<file path="src/rtl/ps2_pkg.sv">
// Shared types and constants for the PS/2 device transmitter.
package ps2_pkg;

   typedef enum logic [2:0] {
      StIdle,
      StGap,
      StBitHigh,
      StBitLow,
      StDone
   } ps2_state_e;

   localparam int unsigned FRAME_BITS = 11;
   localparam int unsigned ENTRY_W    = 11;
   localparam int ERR_PARITY = 0;
   localparam int ERR_START  = 1;
   localparam int ERR_STOP   = 2;

   // Entry is {err[2:0], data[7:0]}; result bit 0 is the first bit on the wire.
   function automatic logic [FRAME_BITS-1:0] build_frame(input logic [ENTRY_W-1:0] entry);
      logic [7:0] data;
      logic [2:0] err;
      data = entry[7:0];
      err  = entry[10:8];
      build_frame = {1'b1 ^ err[ERR_STOP], (~^data) ^ err[ERR_PARITY], data, err[ERR_START]};
   endfunction

endpackage

</file>
<file path="src/rtl/ps2_sync_fifo.sv">
// Show-ahead synchronous FIFO with occupancy count; writes when full are dropped.
module ps2_sync_fifo #(
   parameter int unsigned DEPTH = 8,
   parameter int unsigned WIDTH = 11
) (
   input  logic                     i_clk,
   input  logic                     i_rst_n,
   input  logic                     i_wr_en,
   input  logic [WIDTH-1:0]         i_wr_data,
   input  logic                     i_rd_en,
   output logic [WIDTH-1:0]         o_rd_data,
   output logic [$clog2(DEPTH):0]   o_count,
   output logic                     o_full,
   output logic                     o_empty
);

   localparam int unsigned AW = $clog2(DEPTH);

   logic [WIDTH-1:0] r_mem [DEPTH];
   logic [AW-1:0]    r_wr_ptr;
   logic [AW-1:0]    r_rd_ptr;
   logic [AW:0]      r_count;
   logic             w_wr;
   logic             w_rd;

   assign o_full  = (r_count == (AW+1)'(DEPTH));
   assign o_empty = (r_count == '0);
   assign w_wr    = i_wr_en & ~o_full;
   assign w_rd    = i_rd_en & ~o_empty;

   always_ff @(posedge i_clk or negedge i_rst_n) begin
      if (!i_rst_n) begin
         r_wr_ptr <= '0;
         r_rd_ptr <= '0;
         r_count  <= '0;
      end else begin
         if (w_wr) r_wr_ptr <= r_wr_ptr + 1'b1;
         if (w_rd) r_rd_ptr <= r_rd_ptr + 1'b1;
         case ({w_wr, w_rd})
            2'b10:   r_count <= r_count + 1'b1;
            2'b01:   r_count <= r_count - 1'b1;
            default: r_count <= r_count;
         endcase
      end
   end

   always_ff @(posedge i_clk) begin
      if (w_wr) r_mem[r_wr_ptr] <= i_wr_data;
   end

   assign o_rd_data = r_mem[r_rd_ptr];
   assign o_count   = r_count;

endmodule

</file>
<file path="src/rtl/ps2_device_tx.sv">
// PS/2 device-to-host transmitter: queues scancodes and clocks them out as
// 11-bit frames with optional error injection and host-inhibit retry.
module ps2_device_tx
   import ps2_pkg::*;
#(
   parameter int unsigned HIGH_CYC = 300,
   parameter int unsigned LOW_CYC  = 300,
   parameter int unsigned GAP_CYC  = 1000,
   parameter int unsigned DEPTH    = 8
) (
   input  logic                    clk,
   input  logic                    rst_n,
   input  logic                    in_valid,
   output logic                    in_ready,
   input  logic [7:0]              in_data,
   input  logic [2:0]              in_err,
   input  logic                    ps2_clk_i,
   output logic                    ps2_clk_oe,
   output logic                    ps2_dat_oe,
   output logic                    busy,
   output logic                    frame_done,
   output logic                    frame_abort,
   output logic [$clog2(DEPTH):0]  fifo_count
);

   localparam int unsigned MAX_HL  = (HIGH_CYC > LOW_CYC) ? HIGH_CYC : LOW_CYC;
   localparam int unsigned MAX_CYC = (GAP_CYC > MAX_HL) ? GAP_CYC : MAX_HL;
   localparam int unsigned CNT_W   = $clog2(MAX_CYC + 1);
   localparam int unsigned BIT_W   = $clog2(FRAME_BITS);
   // The line still reads low for the synchroniser delay after we release it.
   localparam int unsigned INH_MIN = 4;

   logic                  r_sync1;
   logic                  r_sync2;
   logic                  w_clk_s;
   ps2_state_e            r_state;
   ps2_state_e            w_state_nxt;
   logic [CNT_W-1:0]      r_cnt;
   logic [CNT_W-1:0]      w_cnt_nxt;
   logic [BIT_W-1:0]      r_bit;
   logic [BIT_W-1:0]      w_bit_nxt;
   logic [FRAME_BITS-1:0] r_frame;
   logic [FRAME_BITS-1:0] w_frame_nxt;
   logic [ENTRY_W-1:0]    w_head;
   logic                  w_fifo_full;
   logic                  w_fifo_empty;
   logic                  w_pop;
   logic                  w_clk_oe;
   logic                  w_dat_oe;
   logic                  w_done;
   logic                  w_abort;

   ps2_sync_fifo #(
      .DEPTH (DEPTH),
      .WIDTH (ENTRY_W)
   ) u_fifo (
      .i_clk     (clk),
      .i_rst_n   (rst_n),
      .i_wr_en   (in_valid),
      .i_wr_data ({in_err, in_data}),
      .i_rd_en   (w_pop),
      .o_rd_data (w_head),
      .o_count   (fifo_count),
      .o_full    (w_fifo_full),
      .o_empty   (w_fifo_empty)
   );

   always_ff @(posedge clk or negedge rst_n) begin
      if (!rst_n) begin
         r_sync1 <= 1'b1;
         r_sync2 <= 1'b1;
         r_state <= StIdle;
         r_cnt   <= '0;
         r_bit   <= '0;
         r_frame <= '1;
      end else begin
         r_sync1 <= ps2_clk_i;
         r_sync2 <= r_sync1;
         r_state <= w_state_nxt;
         r_cnt   <= w_cnt_nxt;
         r_bit   <= w_bit_nxt;
         r_frame <= w_frame_nxt;
      end
   end

   assign w_clk_s = r_sync2;

   always_comb begin
      w_state_nxt = r_state;
      w_cnt_nxt   = r_cnt;
      w_bit_nxt   = r_bit;
      w_frame_nxt = r_frame;
      w_pop       = 1'b0;
      w_done      = 1'b0;
      w_abort     = 1'b0;
      w_clk_oe    = 1'b0;
      w_dat_oe    = 1'b0;
      unique case (r_state)
         StIdle: begin
            w_cnt_nxt = '0;
            if (!w_fifo_empty) w_state_nxt = StGap;
         end
         StGap: begin
            if (!w_clk_s) begin
               w_cnt_nxt = '0;
            end else if (r_cnt == CNT_W'(GAP_CYC - 1)) begin
               w_state_nxt = StBitHigh;
               w_cnt_nxt   = '0;
               w_bit_nxt   = '0;
               w_frame_nxt = build_frame(w_head);
            end else begin
               w_cnt_nxt = r_cnt + 1'b1;
            end
         end
         StBitHigh: begin
            if (r_cnt >= CNT_W'(INH_MIN) && !w_clk_s) begin
               w_abort     = 1'b1;
               w_state_nxt = StGap;
               w_cnt_nxt   = '0;
            end else begin
               w_dat_oe = ~r_frame[r_bit];
               if (r_cnt == CNT_W'(HIGH_CYC - 1)) begin
                  w_state_nxt = StBitLow;
                  w_cnt_nxt   = '0;
               end else begin
                  w_cnt_nxt = r_cnt + 1'b1;
               end
            end
         end
         StBitLow: begin
            w_clk_oe = 1'b1;
            w_dat_oe = ~r_frame[r_bit];
            if (r_cnt == CNT_W'(LOW_CYC - 1)) begin
               w_cnt_nxt = '0;
               if (r_bit == BIT_W'(FRAME_BITS - 1)) begin
                  w_state_nxt = StDone;
               end else begin
                  w_bit_nxt   = r_bit + 1'b1;
                  w_state_nxt = StBitHigh;
               end
            end else begin
               w_cnt_nxt = r_cnt + 1'b1;
            end
         end
         StDone: begin
            w_pop       = 1'b1;
            w_done      = 1'b1;
            w_state_nxt = StIdle;
         end
         default: w_state_nxt = StIdle;
      endcase
   end

   assign in_ready    = ~w_fifo_full;
   assign ps2_clk_oe  = w_clk_oe;
   assign ps2_dat_oe  = w_dat_oe;
   assign busy        = (r_state != StIdle);
   assign frame_done  = w_done;
   assign frame_abort = w_abort;

endmodule

</file>
<file path="config.mk">
export PLATFORM = sky130hd
export DESIGN_NAME = ps2_device_tx
export DESIGN_NICKNAME = d
export VERILOG_FILES = /design/src/rtl/ps2_pkg.sv /design/src/rtl/ps2_sync_fifo.sv /design/src/rtl/ps2_device_tx.sv
export SDC_FILE = /design/constraint.sdc
export NUM_CORES = 1
export LEC_CHECK = 0
export CORE_UTILIZATION = 44
export CTS_CLUSTER_SIZE = 16
export DETAILED_ROUTE_END_ITERATION = 8
export GPL_TIMING_DRIVEN = 1
export SLEW_MARGIN = 25
export SYNTH_ARGS = -nofsm -noshare
export SYNTH_HDL_FRONTEND = slang
export SYNTH_SLANG_ARGS = --single-unit
</file>
<file path="constraint.sdc">
create_clock -name clk -period 2.7 [get_ports clk]
set_clock_uncertainty 0.1 [all_clocks]
set_input_delay 0.675 -clock clk [delete_from_list [all_inputs] [get_ports clk]]
set_output_delay 0.675 -clock clk [all_outputs]
set_load 0.005 [all_outputs]
</file>
==> flow_summary.toml, run 1 <==
[run_status]
status = "finished, violations left"
violations = "setup timing"

[grt]
grt_use_total = 0.1828
grt_overflow = 0
antenna_found_initial = 0
grt_max_degree = 38
grt_pass1_vias = 3214
grt_pass1_wl_mm = 17.15

[routing]
route.met3.wl_um = 434
drtIter0Drc = 197
wl_met2_mm = 5.162
vias = 3121
highest_layer = "met4"
wl_met1_mm = 4.686
detail_route.first_pass.iterations = 4
routedWlPerCell_um = 17.47
routed_wl_mm = 10.46
drc = 0
via_per_inst = 5.210
ant_nets = 0

[sta]
grt_setup_unrepaired = "true"
setup_ws_ns = -0.05289
max-slew-margin-rel = 0.4376
slew_viol_final = 0
whs_ns = 0.2579
min_period_over_period = 1.020
hold_viol = 0
fmax_mhz = 363.3
setup_viol = 1
finalCriticalPeriod_ns = 2.753
worstMarginPinSlew_ns = 0.8436

[place]
io_buffers = 24
gp_congestion = 0.7950
place_inst = 568
dp.final_hpwl_mm = 6.672

[floorplan]
die_area_um2 = 13070
coreArea_um2 = 12160
die_h_um = 114.3
rows = 40
fp.dieW_um = 114.3
initial_core_util = 0.4565
pin_count = 25

[clock_tree]
clk_path_buf_depth = 2
cts.htree.levels = 4
cts_buffers = 17
clockRootBuffer = "clkbuf_16"
cts_num_sinks = 128
path_clk_slew_ns = 0.05
cts_tree = "built"
clock_latency_ns = 0.42

[cells_and_area]
layout.nets = 445
layout-drive-gt1-share = 0.3063
post-route-util = 0.5583
final_cell_mix = "88 x edfxtp_1, 39 x buf_4, 27 x dfrtp_1"
instances_no_fill = 599
areaGrowthSynthToFinish_pct = 22.31
diodes = 0
layout_commonest_cell = "edfxtp_1"

[power_and_ir_drop]
swShare = 0.2528
seqPwrFrac = 0.487
peakVddDrop_mv = 0.5247
p_clk_frac = 0.382
p_comb_frac = 0.131
p_sw_w = 0.001301
p_int_w = 0.003845
leakagePower_nw = 2.481
p_per_area_nw_per_um2 = 757.8

[logic_synthesis]
synth_top_cell_by_area = "edfxtp_1"
syn_nets = 373
ys_ff_latch = 128
yosysWarnings = 0
syn_area_per_cell_um2 = 15.95
ys_seq_area_frac = 0.6592
synthCells = 348
synth.top_cell.area_share = 0.4760
synth.distinct_cells = 50
synth_area_um2 = 5552
ys_top_cells_by_area = "edfxtp_1 48%, dfrtp_1 12%, mux4_2 9.7%"

[worst_setup_path]
endpoint_kind = "primary output"
critPathMaxFanout = 2
cp.arrival_ns = 1.98
required_ns = 1.92
critPathLaunchType = "flip-flop"
crit_type = "flip-flop to primary output"
worstPathCellList = "or4_4 > o31ai_4 > o211ai_1 > a31oi_1 > buf_2"
path_buf_inv = 1
cp_slowest_cell = "or4_4"
crit_family = "simple AND/OR/NAND/NOR gates"
max_stage_delay_ns = 0.56

[run]
cap_violations = 0

[hold_path]
hold_class = "primary input to async pin"
synthesized netlist by cell type, drive strengths merged:
cell type	n
and2b	1
clkbuf	4
xnor3	1
dfstp	13
o211ai	2
a22o	5
nor4	4
nor2	21
xnor2	10
o21a	1
nand4	1
xor2	5
nand2b	2
edfxtp	88
a32o	1
and3	3
dfrtp	27
nor2b	3
a211o	1
buf	8
o31ai	3
nand3b	2
a21oi	12
a21o	5
inv	10
nand4b	1
o2bb2ai	1
nand2	18
or2	3
fa	1
o21ai	8
or3	4
nor3	9
mux4	24
nand3	11
mux2	5
mux2i	14
or4	3
a31oi	1
o31a	1
ha	9
and2	2
per-layer routing:
| metal | vias up | global-route usage |
|---|---|---|
| li1 | 1484 | - |
| met1 | 1560 | 0.2334 |
| met2 | 61 | 0.2893 |
| met3 | 16 | 0.05400 |
| met4 | 0 | 0.08398 |
| met5 | - | 0 |
metrics by stage:
stage / setup TNS (ns) / setup slack (ns) / instance area, µm² / total power [W]
after global placement: -0.1640 / -0.1640 / 6271 / 0.003203
after global routing: -0.1773 / -0.1426 / 6790 / 0.005359
after detailed placement: -0.1988 / -0.1801 / 6271 / 0.003231
after floorplan: 0 / 0.2564 / 5552 / 0.002882
after CTS: -0.07522 / -0.07522 / 6785 / 0.005210
final: -0.05289 / -0.05289 / 6790 / 0.005146
repair_timing:
item | 4_1_cts | 5_1_grt
pin swaps | 3 | 0
hold buffers | 0 | 0
gates resized for setup | 10 | 1
setup buffers | 1 | 0
setup endpoints to repair | 2 | 2
state kept, by name (all words and copies together), names as in the netlist:
register and cells:
u_fifo.r_mem 88, r_frame 11, r_cnt 10, r_bit 4
u_fifo.o_count 4, r_state 3, u_fifo.r_rd_ptr 3, u_fifo.r_wr_ptr 3
r_sync1 1, r_sync2 1
path summary, 6_finish.rpt:
path | start | endpoint | slack [ns] | cells past startpoint
max | r_cnt[9]$_DFFE_PN0P_ | ps2_dat_oe | -0.05 | 5
min | rst_n | r_cnt[8]$_DFFE_PN0P_ | 0.26 | 1
max reg2reg | u_fifo.r_rd_ptr[0]$_DFFE_PN0P_ | r_frame[9]$_DFFE_PN1P_ | 0.15 | 7
min reg2reg | r_sync1$_DFF_PN1_ | r_sync2$_DFF_PN1_ | 0.26 | 0
max in group asynchronous | rst_n | r_frame[6]$_DFFE_PN1P_ | 1.56 | 2
min in group clk | r_sync1$_DFF_PN1_ | r_sync2$_DFF_PN1_ | 0.26 | 0
logic make-up after synthesis:
family                   count (synthesis)  share of synthesized area
multiplexers                            43                     0.1327
adder cells (fa/ha/maj)                 10                    0.02389
AND/OR/NAND/NOR                         88                    0.08316
XOR/XNOR                                16                    0.02772
flip-flops                             128                     0.6592
AO/OA/AOI/OAI                           41                    0.05251
buffers and inverters                   22                    0.02074
cell type report:
| type | instances | area [µm²] |
|---|---|---|
| repair buffers | 65 | 558.0 |
| well taps | 168 | 210.2 |
| multi-input cells | 198 | 1822 |
| fillers | 972 | 5371 |
| inverters | 10 | 37.54 |
| clock inverters | 11 | 70.07 |
| flip-flops and latches | 128 | 3660 |
| clock buffers | 19 | 432.9 |
power by group through the flow:
stage	Clock [W]	Combinational (W)	Sequential [W]
global route	0.00208	0.000744	0.00254
floorplan	0	0.000375	0.00251
finish	0.00197	0.000674	0.00251
detailed placement	0	0.000686	0.00254
CTS	0.00201	0.000691	0.00251
global placement	0	0.000674	0.00253
Note: power is estimated with default switching activity, not from simulation.
==> run 2: changes to the inputs <==
- clock period: 2.7 -> 2.87 ns (I/O delays scaled with it)
==> run 2 against run 1 <==
Net effect: worst setup slack better by 0.070 ns; worst hold slack worse by 0.078 ns; the run now ends clean; combinational power is 6.5% lower; critical path depth is 1 higher; largest power group unchanged; register-to-register slack better by 0.12 ns; sequential cell count stayed put; first-iteration DRC count is 24% higher.
==> flow_summary.toml, run 2 (synthesis gave the netlist of run 1 again) <==
[cells_and_area]
final_cell_mix = "88 x edfxtp_1, 31 x buf_4, 27 x dfrtp_1"
areaGrowthSynthToFinish_pct = 22.13
fillCellCount = 1011
largest_register = "u_fifo.r_mem"
reg_top3 = "u_fifo.r_mem x88, r_frame x11, r_cnt x10"
design_area_um2 = 6780
layout_commonest_cell = "edfxtp_1"
layout-drive-gt1-share = 0.2871
layout.nets = 437
diodes = 0
largest_register_ffs = 88
post-route-util = 0.5575

[clock_tree]
clockRootBuffer = "clkbuf_16"
clock_latency_ns = 0.42
path_clk_slew_ns = 0.05
postCtsHoldBufs = 0
cts_tree = "built"
cts.htree.levels = 4
cts_buffers = 17
cts_num_sinks = 128
clk_path_buf_depth = 2

[sta]
worstMarginPinSlew_ns = 0.5120
min_period_over_period = 0.9940
setup_viol = 0
finalCriticalPeriod_ns = 2.853
max-slew-margin-rel = 0.6587
hold_viol = 0
grt_setup_unrepaired = "true"
finalSetupTns_ns = 0
slew_viol_final = 0
setup_ws_ns = 0.01721
fmax_mhz = 350.5

[floorplan]
fp.dieW_um = 114.3
pin_count = 25
die_h_um = 114.3
initial_core_util = 0.4565
coreArea_um2 = 12160
rows = 40
die_area_um2 = 13070

[place]
post-place-ws_ns = -0.01647
placed_area_um2 = 6216
gp_congestion = 0.7565
io_buffers = 24
dp.final_hpwl_mm = 6.524

[worst_setup_path]
cp.depth = 6
endpoint_kind = "primary output"
max_stage_delay_ns = 0.56
required_ns = 2.05
path_buf_inv = 2
critPathMaxFanout = 2
crit_family = "simple AND/OR/NAND/NOR gates"
cp_slowest_cell = "or4_4"
worstPathCellList = "or4_4 > o31ai_4 > buf_4 > o211ai_1 > a31oi_1 > buf_2"
critPathLaunchType = "flip-flop"
crit_type = "flip-flop to primary output"
cp.arrival_ns = 2.04
r2r_cells = 7

[routing]
drtIter0Drc = 245
routed_wl_mm = 10.15
ant_nets = 0
vias = 3131
routedWlPerCell_um = 17.11
detail_route.first_pass.iterations = 5
drc = 0
via_per_inst = 5.280

[grt]
grt_max_degree = 41
grt_use_total = 0.1757
grt_pass1_wl_mm = 16.53
grt_overflow = 0
antenna_found_initial = 0
grt_pass1_vias = 3130

[power_and_ir_drop]
peakVddDrop_mv = 0.6614
leakagePower_nw = 2.458
p_total_w = 0.004910
p_per_area_nw_per_um2 = 724.2

[run]
cap_violations = 0

[hold_path]
hold_class = "primary input to async pin"

[run_status]
status = "complete, no violations"
run 2: changes by cell type in the layout (fill, tap and decap cells not counted), sizes merged:
cell           previous run  this run
buf                      44        35
clkinvlp                  5         4
clkbuf                   19        24
clkinv                    5         3
clkdlybuf4s15             0         1
run 2: cell type report:
type                            count  area (µm²)  area share
Inverter                           10       37.54    0.005536
Timing Repair Buffer               57       518.0     0.07640
Multi-Input combinational cell    198        1817      0.2679
Clock buffer                       24       481.7     0.07105
Tap cell                          168       210.2     0.03100
Clock inverter                      8       56.30    0.008304
Sequential cell                   128        3660      0.5398
run 2: power by group:
| part | internal [W] | switching (W) | total (W) |
|---|---|---|---|
| sequential | 0.00223 | 0.000126 | 0.00236 |
| clock | 0.00117 | 0.000753 | 0.00192 |
| combinational | 0.000301 | 0.000329 | 0.000630 |
| total | 0.00370 | 0.00121 | 0.00491 |
run 2: stage by stage:
step | hold WS [ns] | std cells
finish | 0.1798 | 593
global route | 0.2261 | 593
CTS | 0.2613 | 593
detailed placement | 0.2476 | 559
global placement | 0.2509 | 559
floorplan | 0.2452 | 348
run 2: path summary, 6_finish.rpt:
kind	start	slack (ns)	end
worst max-delay path	r_cnt[4]$_DFFE_PN0P_	0.02	ps2_dat_oe
worst min-delay path	rst_n	0.18	u_fifo.o_count[2]$_DFFE_PN0P_
worst max register to register	u_fifo.r_rd_ptr[1]$_DFFE_PN0P_	0.27	r_frame[9]$_DFFE_PN1P_
worst min register to register	r_sync1$_DFF_PN1_	0.26	r_sync2$_DFF_PN1_
max in group asynchronous	rst_n	2.11	r_frame[7]$_DFFE_PN1P_
min in group clk	r_sync1$_DFF_PN1_	0.26	r_sync2$_DFF_PN1_
run 2: timing repair:
| item | in CTS | in global routing |
|---|---|---|
| gates resized for setup | 6 | 2 |
| pin swaps | 1 | 0 |
| cloned | 0 | 0 |
| endpoints found under the setup margin | 2 | 2 |
| setup buffers | 2 | 0 |
run 2: routing by layer:
layer  vias up  track usage  share of wire
met5         -            0              0
met4         0      0.07100          0.018
met3        13      0.04817          0.032
met2        56       0.2848           0.48
met1      1590       0.2247           0.47
li1       1472            -              -
